<file path="config.mk">
export PLATFORM = sky130hd
export DESIGN_NAME = apb_regbank_ctrl
export DESIGN_NICKNAME = d
export VERILOG_FILES = /design/src/rtl/apb_regbank_ctrl.sv
export SDC_FILE = /design/constraint.sdc
export NUM_CORES = 1
export LEC_CHECK = 0
export BUFFER_PORTS_ARGS = -buffer_cell sky130_fd_sc_hd__clkbuf_2
export CAP_MARGIN = 10
export CORE_AREA = 5 5 142 144
export CTS_CLUSTER_SIZE = 28
export DETAILED_ROUTE_END_ITERATION = 10
export DIE_AREA = 0 0 147 149
export PLACE_DENSITY_LB_ADDON = 0.3
export SLEW_MARGIN = 20
export SYNTH_ARGS = -nofsm -noshare
export SYNTH_HDL_FRONTEND = slang
export SYNTH_SLANG_ARGS = --single-unit
</file>
<file path="constraint.sdc">
create_clock -name clk -period 6.12 [get_ports clk]
set_clock_uncertainty 0.2 [all_clocks]
set_input_delay 0 -clock clk [delete_from_list [all_inputs] [get_ports clk]]
set_output_delay 0 -clock clk [all_outputs]
set_load 0.05 [all_outputs]
</file>
<file path="src/rtl/apb_regbank_ctrl.sv">
`default_nettype none
// ============================================================================
// Module   : apb_regbank_ctrl
// Purpose  : APB slave front end for an external bank of NREG registers:
//            programmable wait states, one-hot write strobe, registered read.
// Revision : 1.0 - initial release
// ============================================================================
module apb_regbank_ctrl #(
    parameter int               DW       = 32,
    parameter int               AW       = 3,
    parameter int               NREG     = 8,
    parameter int               WAIT_CYC = 0,
    parameter logic [NREG-1:0]  RO_MASK  = '0
) (
    input  logic                clk,
    input  logic                rst_n,
    input  logic                psel_i,
    input  logic                penable_i,
    input  logic                pwrite_i,
    input  logic [AW-1:0]       paddr_i,
    input  logic [DW-1:0]       pwdata_i,
    output logic [DW-1:0]       prdata_o,
    output logic                pready_o,
    output logic                pslverr_o,
    output logic [NREG-1:0]     reg_wen_o,
    output logic [DW-1:0]       reg_wdata_o,
    input  logic [NREG*DW-1:0]  reg_rdata_i
);

    localparam logic [1:0] ST_IDLE   = 2'd0;
    localparam logic [1:0] ST_ACCESS = 2'd1;
    localparam logic [1:0] ST_DONE   = 2'd2;

    localparam logic [3:0] WAIT_INIT = 4'(WAIT_CYC);

    logic [1:0]      state_q,   state_d;
    logic [3:0]      cnt_q,     cnt_d;
    logic [AW-1:0]   idx_q,     idx_d;
    logic            write_q,   write_d;
    logic [DW-1:0]   wdata_q,   wdata_d;
    logic [DW-1:0]   prdata_q,  prdata_d;
    logic            pready_q,  pready_d;
    logic            pslverr_q, pslverr_d;
    logic [NREG-1:0] wen_q,     wen_d;

    logic            idx_hit;
    logic            idx_ro;
    logic [DW-1:0]   idx_rdata;
    logic [NREG-1:0] idx_onehot;
    logic            access_err;

    // Decode the latched index; an index that matches no register is out of range.
    always_comb begin
        idx_hit    = 1'b0;
        idx_ro     = 1'b0;
        idx_rdata  = '0;
        idx_onehot = '0;
        for (int i = 0; i < NREG; i++) begin
            if (idx_q == AW'(i)) begin
                idx_hit       = 1'b1;
                idx_ro        = RO_MASK[i];
                idx_rdata     = reg_rdata_i[i*DW +: DW];
                idx_onehot[i] = 1'b1;
            end
        end
    end

    assign access_err = !idx_hit || (write_q && idx_ro);

    always_comb begin
        state_d   = state_q;
        cnt_d     = cnt_q;
        idx_d     = idx_q;
        write_d   = write_q;
        wdata_d   = wdata_q;
        prdata_d  = prdata_q;
        pready_d  = 1'b0;
        pslverr_d = 1'b0;
        wen_d     = '0;

        case (state_q)
            ST_IDLE: begin
                if (psel_i && !penable_i) begin
                    idx_d   = paddr_i;
                    write_d = pwrite_i;
                    wdata_d = pwdata_i;
                    cnt_d   = WAIT_INIT;
                    state_d = ST_ACCESS;
                end
            end
            ST_ACCESS: begin
                if (!psel_i) begin
                    state_d = ST_IDLE;
                end else if (penable_i) begin
                    if (cnt_q != 4'd0) begin
                        cnt_d = cnt_q - 4'd1;
                    end else begin
                        // Response flops load here so they are live during DONE.
                        state_d   = ST_DONE;
                        pready_d  = 1'b1;
                        pslverr_d = access_err;
                        wen_d     = (write_q && !access_err) ? idx_onehot : '0;
                        prdata_d  = (!write_q && !access_err) ? idx_rdata : '0;
                    end
                end
            end
            ST_DONE: begin
                state_d = ST_IDLE;
            end
            default: begin
                state_d = ST_IDLE;
            end
        endcase
    end

    always_ff @(posedge clk) begin
        if (!rst_n) begin
            state_q   <= ST_IDLE;
            cnt_q     <= 4'd0;
            idx_q     <= '0;
            write_q   <= 1'b0;
            wdata_q   <= '0;
            prdata_q  <= '0;
            pready_q  <= 1'b0;
            pslverr_q <= 1'b0;
            wen_q     <= '0;
        end else begin
            state_q   <= state_d;
            cnt_q     <= cnt_d;
            idx_q     <= idx_d;
            write_q   <= write_d;
            wdata_q   <= wdata_d;
            prdata_q  <= prdata_d;
            pready_q  <= pready_d;
            pslverr_q <= pslverr_d;
            wen_q     <= wen_d;
        end
    end

    assign prdata_o    = prdata_q;
    assign pready_o    = pready_q;
    assign pslverr_o   = pslverr_q;
    assign reg_wen_o   = wen_q;
    assign reg_wdata_o = wdata_q;

endmodule
`default_nettype wire

</file>
==> impl_metrics.py, run 1 <==
metrics = {
    "status": {
        "outcome": "finished clean",
    },
    "synthesis": {
        "ys.flop_type": "dfxtp_1",
        "ys_warn_count": 0,
        "syn_inst": 597,
        "syn-num-nets": 894,
        "yosysSeqAreaShare": 0.326,
        "ys_ff_latch": 84,
        "yosysUniqueCellTypes": 43,
        "async_flop_share": 0,
        "synth_area_um2": 5150,
        "synth_edf_count": 0,
        "avgSynthCellArea_um2": 8.63,
    },
    "power_and_ir_drop": {
        "power.density_nw_per_um2": 175,
        "ir_worst_vdd_mv": 0.137,
        "p_switching_uw": 447,
        "swShare": 0.299,
        "power_frac_comb": 0.245,
        "p_clk_frac": 0.365,
        "cellInternalPower_mw": 1.05,
        "seq_power_share": 0.390,
        "p_leak_nw": 3.77,
    },
    "setup_path": {
        "crit_arrival_ns": 3.96,
        "critPathTopFamily": "buffers and inverters",
        "worstSetupStartpoint": "idx_q[2]",
        "path_max_fanout": 50,
        "path_class": "flop to flop",
        "cp.depth": 6,
        "cp.required_ns": 6.15,
        "r2r_start": "idx_q[2]",
        "cpMaxStageDelayCell": "and2_0",
        "critical_path.max_stage_delay_ns": 0.86,
        "endpoint_kind": "flop",
        "rr_endpoint": "prdata_o[9]",
        "r2r_slack_ns": 2.19,
        "worst-r2r-cell-count": 6,
        "cp-endpoint": "prdata_o[9]",
        "critPathBufInv": 3,
        "path_cells": "buf_4 -> and2_0 -> a21oi_1 -> dlygate4sd3_1 -> a32o_1 -> dlygate4sd3_1",
        "start_kind": "flop",
        "crit_top_cell": "dlygate4sd3_1",
    },
    "min_path": {
        "hp-class": "input port to flop",
        "whs_path_depth": 4,
        "hold_path.startpoint": "pwdata_i[4]",
    },
    "detailed_routing": {
        "wl_per_cell_um": 18.3,
        "drt_iter0_drc": 267,
        "vias": 6510,
        "drcViolationCount": 0,
        "highest_layer": "met4",
        "via_per_inst": 5.07,
        "dr_wl_met3_mm": 1.83,
        "drt-total-wl_mm": 23.4,
        "drt_pre_antenna_iters": 4,
        "wl_met1_mm": 9.63,
        "ant_nets": 0,
        "met2_length_mm": 11.4,
    },
    "floorplanning": {
        "rows": 50,
        "core_region_area_um2": 18600,
        "io_pins": 370,
        "initial_core_util": 0.277,
        "die_area_um2": 21900,
        "dieHeight_um": 149,
        "die_w_um": 147,
    },
    "flow_run": {
        "drv_cap": 0,
    },
    "clock_tree": {
        "clkSlewWorstSetupHoldPaths_ns": 0.07,
        "cts_tree": "done",
        "htree_levels": 3,
        "root_buffer": "clkbuf_16",
        "clockBufferDepth": 2,
        "numCtsBuffers": 9,
        "clock_latency_ns": 0.34,
        "postCtsSetupBuffers": 0,
        "cts.sinks": 84,
    },
    "sta": {
        "rsz0062_at_grt": "no",
        "final-hold-violation-count": 0,
        "fmax_ghz": 0.254,
        "drv_slew": 0,
        "final.setup.tns_ns": 0,
        "worst_pin_slew_ns": 1.00,
        "period_share": 0.642,
        "finalCriticalPeriod_ns": 3.93,
        "setup_viol": 0,
        "relSlewSlack": 0.331,
        "fin_ws_ns": 2.19,
    },
    "global_route": {
        "antenna_found_initial": 1,
        "track_usage": 0.200,
        "grt_pass1_vias": 6534,
        "grt_overflow": 0,
        "grt_pass1_wl_mm": 35.3,
        "grt_max_degree": 89,
    },
    "finish": {
        "final_nets": 1340,
        "layout-drive-gt1-share": 0.430,
        "synthToLayoutAreaGrowth_pct": 65.9,
    },
    "place": {
        "io_buffers": 369,
        "routabilityCongestion": 0.861,
        "dp_slack_ns": 3.05,
        "hpwl_mm": 16.7,
    },
}
layout by cell type, fill, tap and decap left out, drive strengths merged, types with 2 or more instances in the layout:
cell	count
a211oi	2
a21oi	55
a22o	13
a32o	32
and2	2
buf	9
clkbuf	380
clkinvlp	2
dfxtp	84
dlygate4sd3	117
inv	6
mux2	19
mux2i	62
nand2	89
nand2b	6
nand3	2
nand3b	15
nor2	8
nor2b	15
nor3	4
nor3b	13
nor4	2
o211ai	13
o21a	13
o21ai	17
o221ai	36
or2	19
or3	4
synth_stat cells, types with 15 or more instances:
| cell | n | area [um^2] |
|---|---|---|
| nand3b_1 | 15 | 113 |
| o221ai_1 | 36 | 315 |
| mux2i_1 | 62 | 621 |
| nand2_1 | 89 | 334 |
| dfxtp_1 | 84 | 1680 |
| or2_2 | 19 | 119 |
| a21oi_1 | 55 | 275 |
| nor2b_1 | 15 | 93.8 |
| a32o_1 | 20 | 200 |
| o21ai_0 | 17 | 85.1 |
| clkbuf_1 | 34 | 128 |
| buf_2 | 15 | 75.1 |
| mux2_2 | 19 | 214 |
power groups by stage:
stage / clock network [mW] / registers (mW) / logic (mW)
after floorplan: 0 / 0.628 / 0.149
after global placement: 0 / 0.595 / 0.322
after detailed placement: 0 / 0.596 / 0.323
after CTS: 0.568 / 0.584 / 0.366
after global routing: 0.593 / 0.586 / 0.398
final: 0.546 / 0.583 / 0.368
per-layer routing:
| layer | global-route usage | vias up |
|---|---|---|
| met4 | 0.0536 | 0 |
| met5 | 0 | - |
| met1 | 0.244 | 3053 |
| met2 | 0.347 | 294 |
| met3 | 0.0571 | 41 |
| li1 | - | 3122 |
how the worst min path moves through the flow:
| stage | end |
|---|---|
| 2_1_floorplan | state_q[0] |
| 3_3_place_gp | reg_wdata_o[1] |
| 3_5_place_dp | reg_wdata_o[26] |
| 4_1_cts | reg_wdata_o[26] |
| 5_1_grt | reg_wdata_o[4] |
| 6_report | reg_wdata_o[4] |
tightest hold or removal path: stages:
cell,delay [ns]
dlygate4sd3_1,0.53
clkbuf_2,0.10
nand2_1,0.04
a21oi_1,0.05
kinds of logic (layout without fill, tap and decap cells):
group                    Yosys count  after routing  synth area share
other                              1              2          0.000728
AO/OA/AOI/OAI                    184            184             0.263
buffers and inverters             64            515            0.0605
adder cells (fa/ha/maj)            1              1           0.00243
AND/OR/NAND/NOR                  182            182             0.185
multiplexers                      81             81             0.162
flip-flops                        84             84             0.326
what timing repair did:
| item | CTS | global route |
|---|---|---|
| hold buffers | 117 | 0 |
| hold endpoints to repair | 80 | 0 |
| resized for setup | 0 | 0 |
stage by stage:
step	utilization	power (mW)	cells	cell area [um^2]	hold WS, ns
2_1_floorplan	-	0.776	597	5150	-0.101
3_3_place_gp	0.381	0.917	1149	7080	0.0223
3_5_place_dp	0.381	0.919	1149	7080	0.0285
4_1_cts	0.460	1.52	1282	8540	0.201
5_1_grt	0.460	1.58	1283	8550	0.225
6_report	0.460	1.50	1283	8550	0.222
final cells by class:
| cell class | instances | area, um^2 |
|---|---|---|
| clock buffer | 11 | 254 |
| sequential | 84 | 1690 |
| antenna | 1 | 2.50 |
| timing repair buffer | 495 | 3090 |
| inverter | 4 | 15.0 |
| clock inverter | 5 | 41.3 |
| tap | 234 | 293 |
| multi-input combinational | 449 | 3170 |
| fill | 1842 | 10000 |
sequential cells by signal, indices dropped and copies added, names as in the netlist:
| name | flops |
|---|---|
| pready_o | 1 |
| idx_q | 3 |
| reg_wdata_o | 32 |
| write_q | 1 |
| pslverr_o | 1 |
| state_q | 2 |
| prdata_o | 32 |
| cnt_q | 4 |
| reg_wen_o | 8 |
(Power assumes the default switching activity.)
==> inputs of run 2 (changes only) <==
- ABC_AREA: unset -> 1
- clock period: 6.12 -> 3.75 ns (I/O delays scaled with it)
==> run 2 against run 1 <==
The flow now finishes with violations (negative hold slack). Final cell count grew 20%. Die area did not move. First-iteration DRC count up 89%. Via count rose by 15%. Maximum frequency is 9.9% higher. Power up 79%. Flip-flop and latch count unchanged. Critical path depth up 4. Global-route usage up 3.4 points. Sequential power rose by 64%. Synthesized cell count increased by 44%.
==> impl_metrics.py, run 2 <==
metrics = {
    "clock_tree": {
        "clock_latency_ns": 0.34,
        "numCtsBuffers": 9,
        "htree_levels": 3,
        "clockBufferDepth": 2,
        "cts.sinks": 84,
        "cts_tree": "done",
        "clkSlewWorstSetupHoldPaths_ns": 0.07,
        "root_buffer": "clkbuf_16",
    },
    "synthesis": {
        "synth_area_um2": 5130,
        "async_flop_share": 0,
        "ys_ff_latch": 84,
        "synth.area.top_cells": "dfxtp_1 33%, nor2_1 15%, nand2_1 12%, nand4_1 9.9%, a21oi_1 7.0%",
        "syn-num-nets": 1155,
        "yosys.area.top_type": "dfxtp_1",
        "syn_inst": 858,
        "yosysMostFrequentCell": "nor2_1",
        "ys.flop_type": "dfxtp_1",
        "synth_common_cells": "203 x nor2_1, 167 x nand2_1, 84 x dfxtp_1, 81 x nand4_1, 72 x a21oi_1",
        "synth_edf_count": 0,
        "ys_warn_count": 0,
        "yosysSeqAreaShare": 0.328,
        "avgSynthCellArea_um2": 5.98,
        "netlist.area_leader.share": 0.328,
        "yosysUniqueCellTypes": 23,
    },
    "sta": {
        "fin_hold_ws_ns": -0.00390,
        "period_share": 0.953,
        "rsz0062_at_grt": "no",
        "relSlewSlack": 0.309,
        "drv_slew": 0,
        "fmax_ghz": 0.280,
        "worst_pin_slew_ns": 1.04,
        "final.setup.tns_ns": 0,
        "final-hold-violation-count": 1,
        "setup_viol": 0,
        "finalCriticalPeriod_ns": 3.57,
    },
    "finish": {
        "synthToLayoutAreaGrowth_pct": 66.3,
        "nFillCells": 1957,
        "finish.instance_area_um2": 8530,
        "layout-drive-gt1-share": 0.322,
        "final_common_cell": "clkbuf_2",
        "final_nets": 1595,
        "utilization": 0.459,
        "final_cell_mix": "369 x clkbuf_2, 203 x nor2_1, 166 x nand2_1",
    },
    "power_and_ir_drop": {
        "power.density_nw_per_um2": 314,
        "p_leak_nw": 4.26,
        "ir_worst_vdd_mv": 0.306,
        "total_power_mw": 2.68,
    },
    "setup_path": {
        "endpoint_kind": "flop",
        "path_class": "flop to flop",
        "cp.required_ns": 3.82,
        "cpMaxStageDelayCell": "dfxtp_2",
        "worstSetupStartpoint": "idx_q[0]",
        "critical_path.max_stage_delay_ns": 0.67,
        "path_cells": "inv_1 -> buf_4 -> nor3_4 -> buf_4 -> nand2_1 -> nand4_1 -> dlygate4sd3_1 -> nand2_1 -> dlygate4sd3_1 -> a21oi_1",
        "path_max_fanout": 32,
        "r2r_start": "idx_q[0]",
        "start_kind": "flop",
        "crit_arrival_ns": 3.64,
    },
    "detailed_routing": {
        "drt-total-wl_mm": 27.6,
        "vias": 7514,
        "drt_iter0_drc": 504,
        "drcViolationCount": 0,
        "ant_nets": 0,
        "via_per_inst": 4.89,
        "drt_pre_antenna_iters": 5,
        "wl_per_cell_um": 17.9,
    },
    "global_route": {
        "grt_pass1_vias": 7301,
        "track_usage": 0.234,
        "grt_max_degree": 55,
        "antenna_found_initial": 1,
        "grt_pass1_wl_mm": 39.8,
        "grt_overflow": 0,
    },
    "place": {
        "io_buffers": 369,
        "hpwl_mm": 20.3,
        "routabilityCongestion": 0.900,
        "place_area_um2": 7100,
    },
    "flow_run": {
        "drv_cap": 0,
    },
    "status": {
        "failed_checks": "negative hold slack",
        "outcome": "finished, violations left",
    },
    "floorplanning": {
        "initial_core_util": 0.276,
        "dieHeight_um": 149,
        "die_w_um": 147,
        "rows": 50,
        "io_pins": 370,
        "core_region_area_um2": 18600,
        "die_area_um2": 21900,
    },
    "min_path": {
        "hold_path.startpoint": "reg_rdata_i[129]",
        "hp-class": "input port to flop",
    },
}
-- run 2: what timing repair did --
item	CTS	global route
endpoints found under the hold margin	70	0
hold buffers	106	0
resized for setup	0	1
buffers inserted	0	6
setup endpoints to repair	0	2
-- run 2: metrics by stage --
| step | setup WS (ns) | std cells |
|---|---|---|
| final | 0.175 | 1538 |
| after global routing | 0.00962 | 1538 |
| after CTS | 0.209 | 1530 |
| after detailed placement | 1.04 | 1408 |
| after global placement | 1.05 | 1408 |
| after floorplan | 2.07 | 858 |
-- run 2: power breakdown --
group | internal [mW] | switching [mW]
registers | 0.928 | 0.0291
logic | 0.311 | 0.480
clock network | 0.537 | 0.394
-- run 2: cells by family after synthesis --
| kind of cell | share of synthesized area |
|---|---|
| adder cells (fa/ha/maj) | 0.00244 |
| AND/OR/NAND/NOR | 0.458 |
| flip-flops | 0.328 |
| buffers and inverters | 0.0970 |
| other | 0.000731 |
| AO/OA/AOI/OAI | 0.114 |
-- run 2: final timing paths --
path              cells after the start  slack (ns)            to
hold / removal                        5      -0.004   prdata_o[1]
setup reg to reg                     10        0.18  prdata_o[11]
hold reg to reg                       2        0.27  prdata_o[16]
setup / recovery                     10        0.18  prdata_o[11]
-- run 2: final cells by class --
class	instances	area (um^2)	share of cell area
Antenna cell	1	2.50	0.000293
Clock buffer	11	243	0.0284
Clock inverter	5	58.8	0.00689
Inverter	58	221	0.0259
Multi-Input combinational cell	651	2970	0.348
Sequential cell	84	1680	0.197
Tap cell	234	293	0.0343
Timing Repair Buffer	493	3060	0.358
Timing Repair inverter	1	5.00	0.000586
-- run 2: worst max-delay path, delay by kind of cell (launching register included) --
family	cells	cell delay, ns
compound gates	1	0.13
buf+inv	5	2.01
flops	1	0.67
simple gates	4	0.46
-- run 2: metal layers --
metal  wire [um]  global-route usage
met4        1090              0.0965
met1       10200               0.256
met3        2650              0.0668
met2       13600               0.425
met5           0                   0
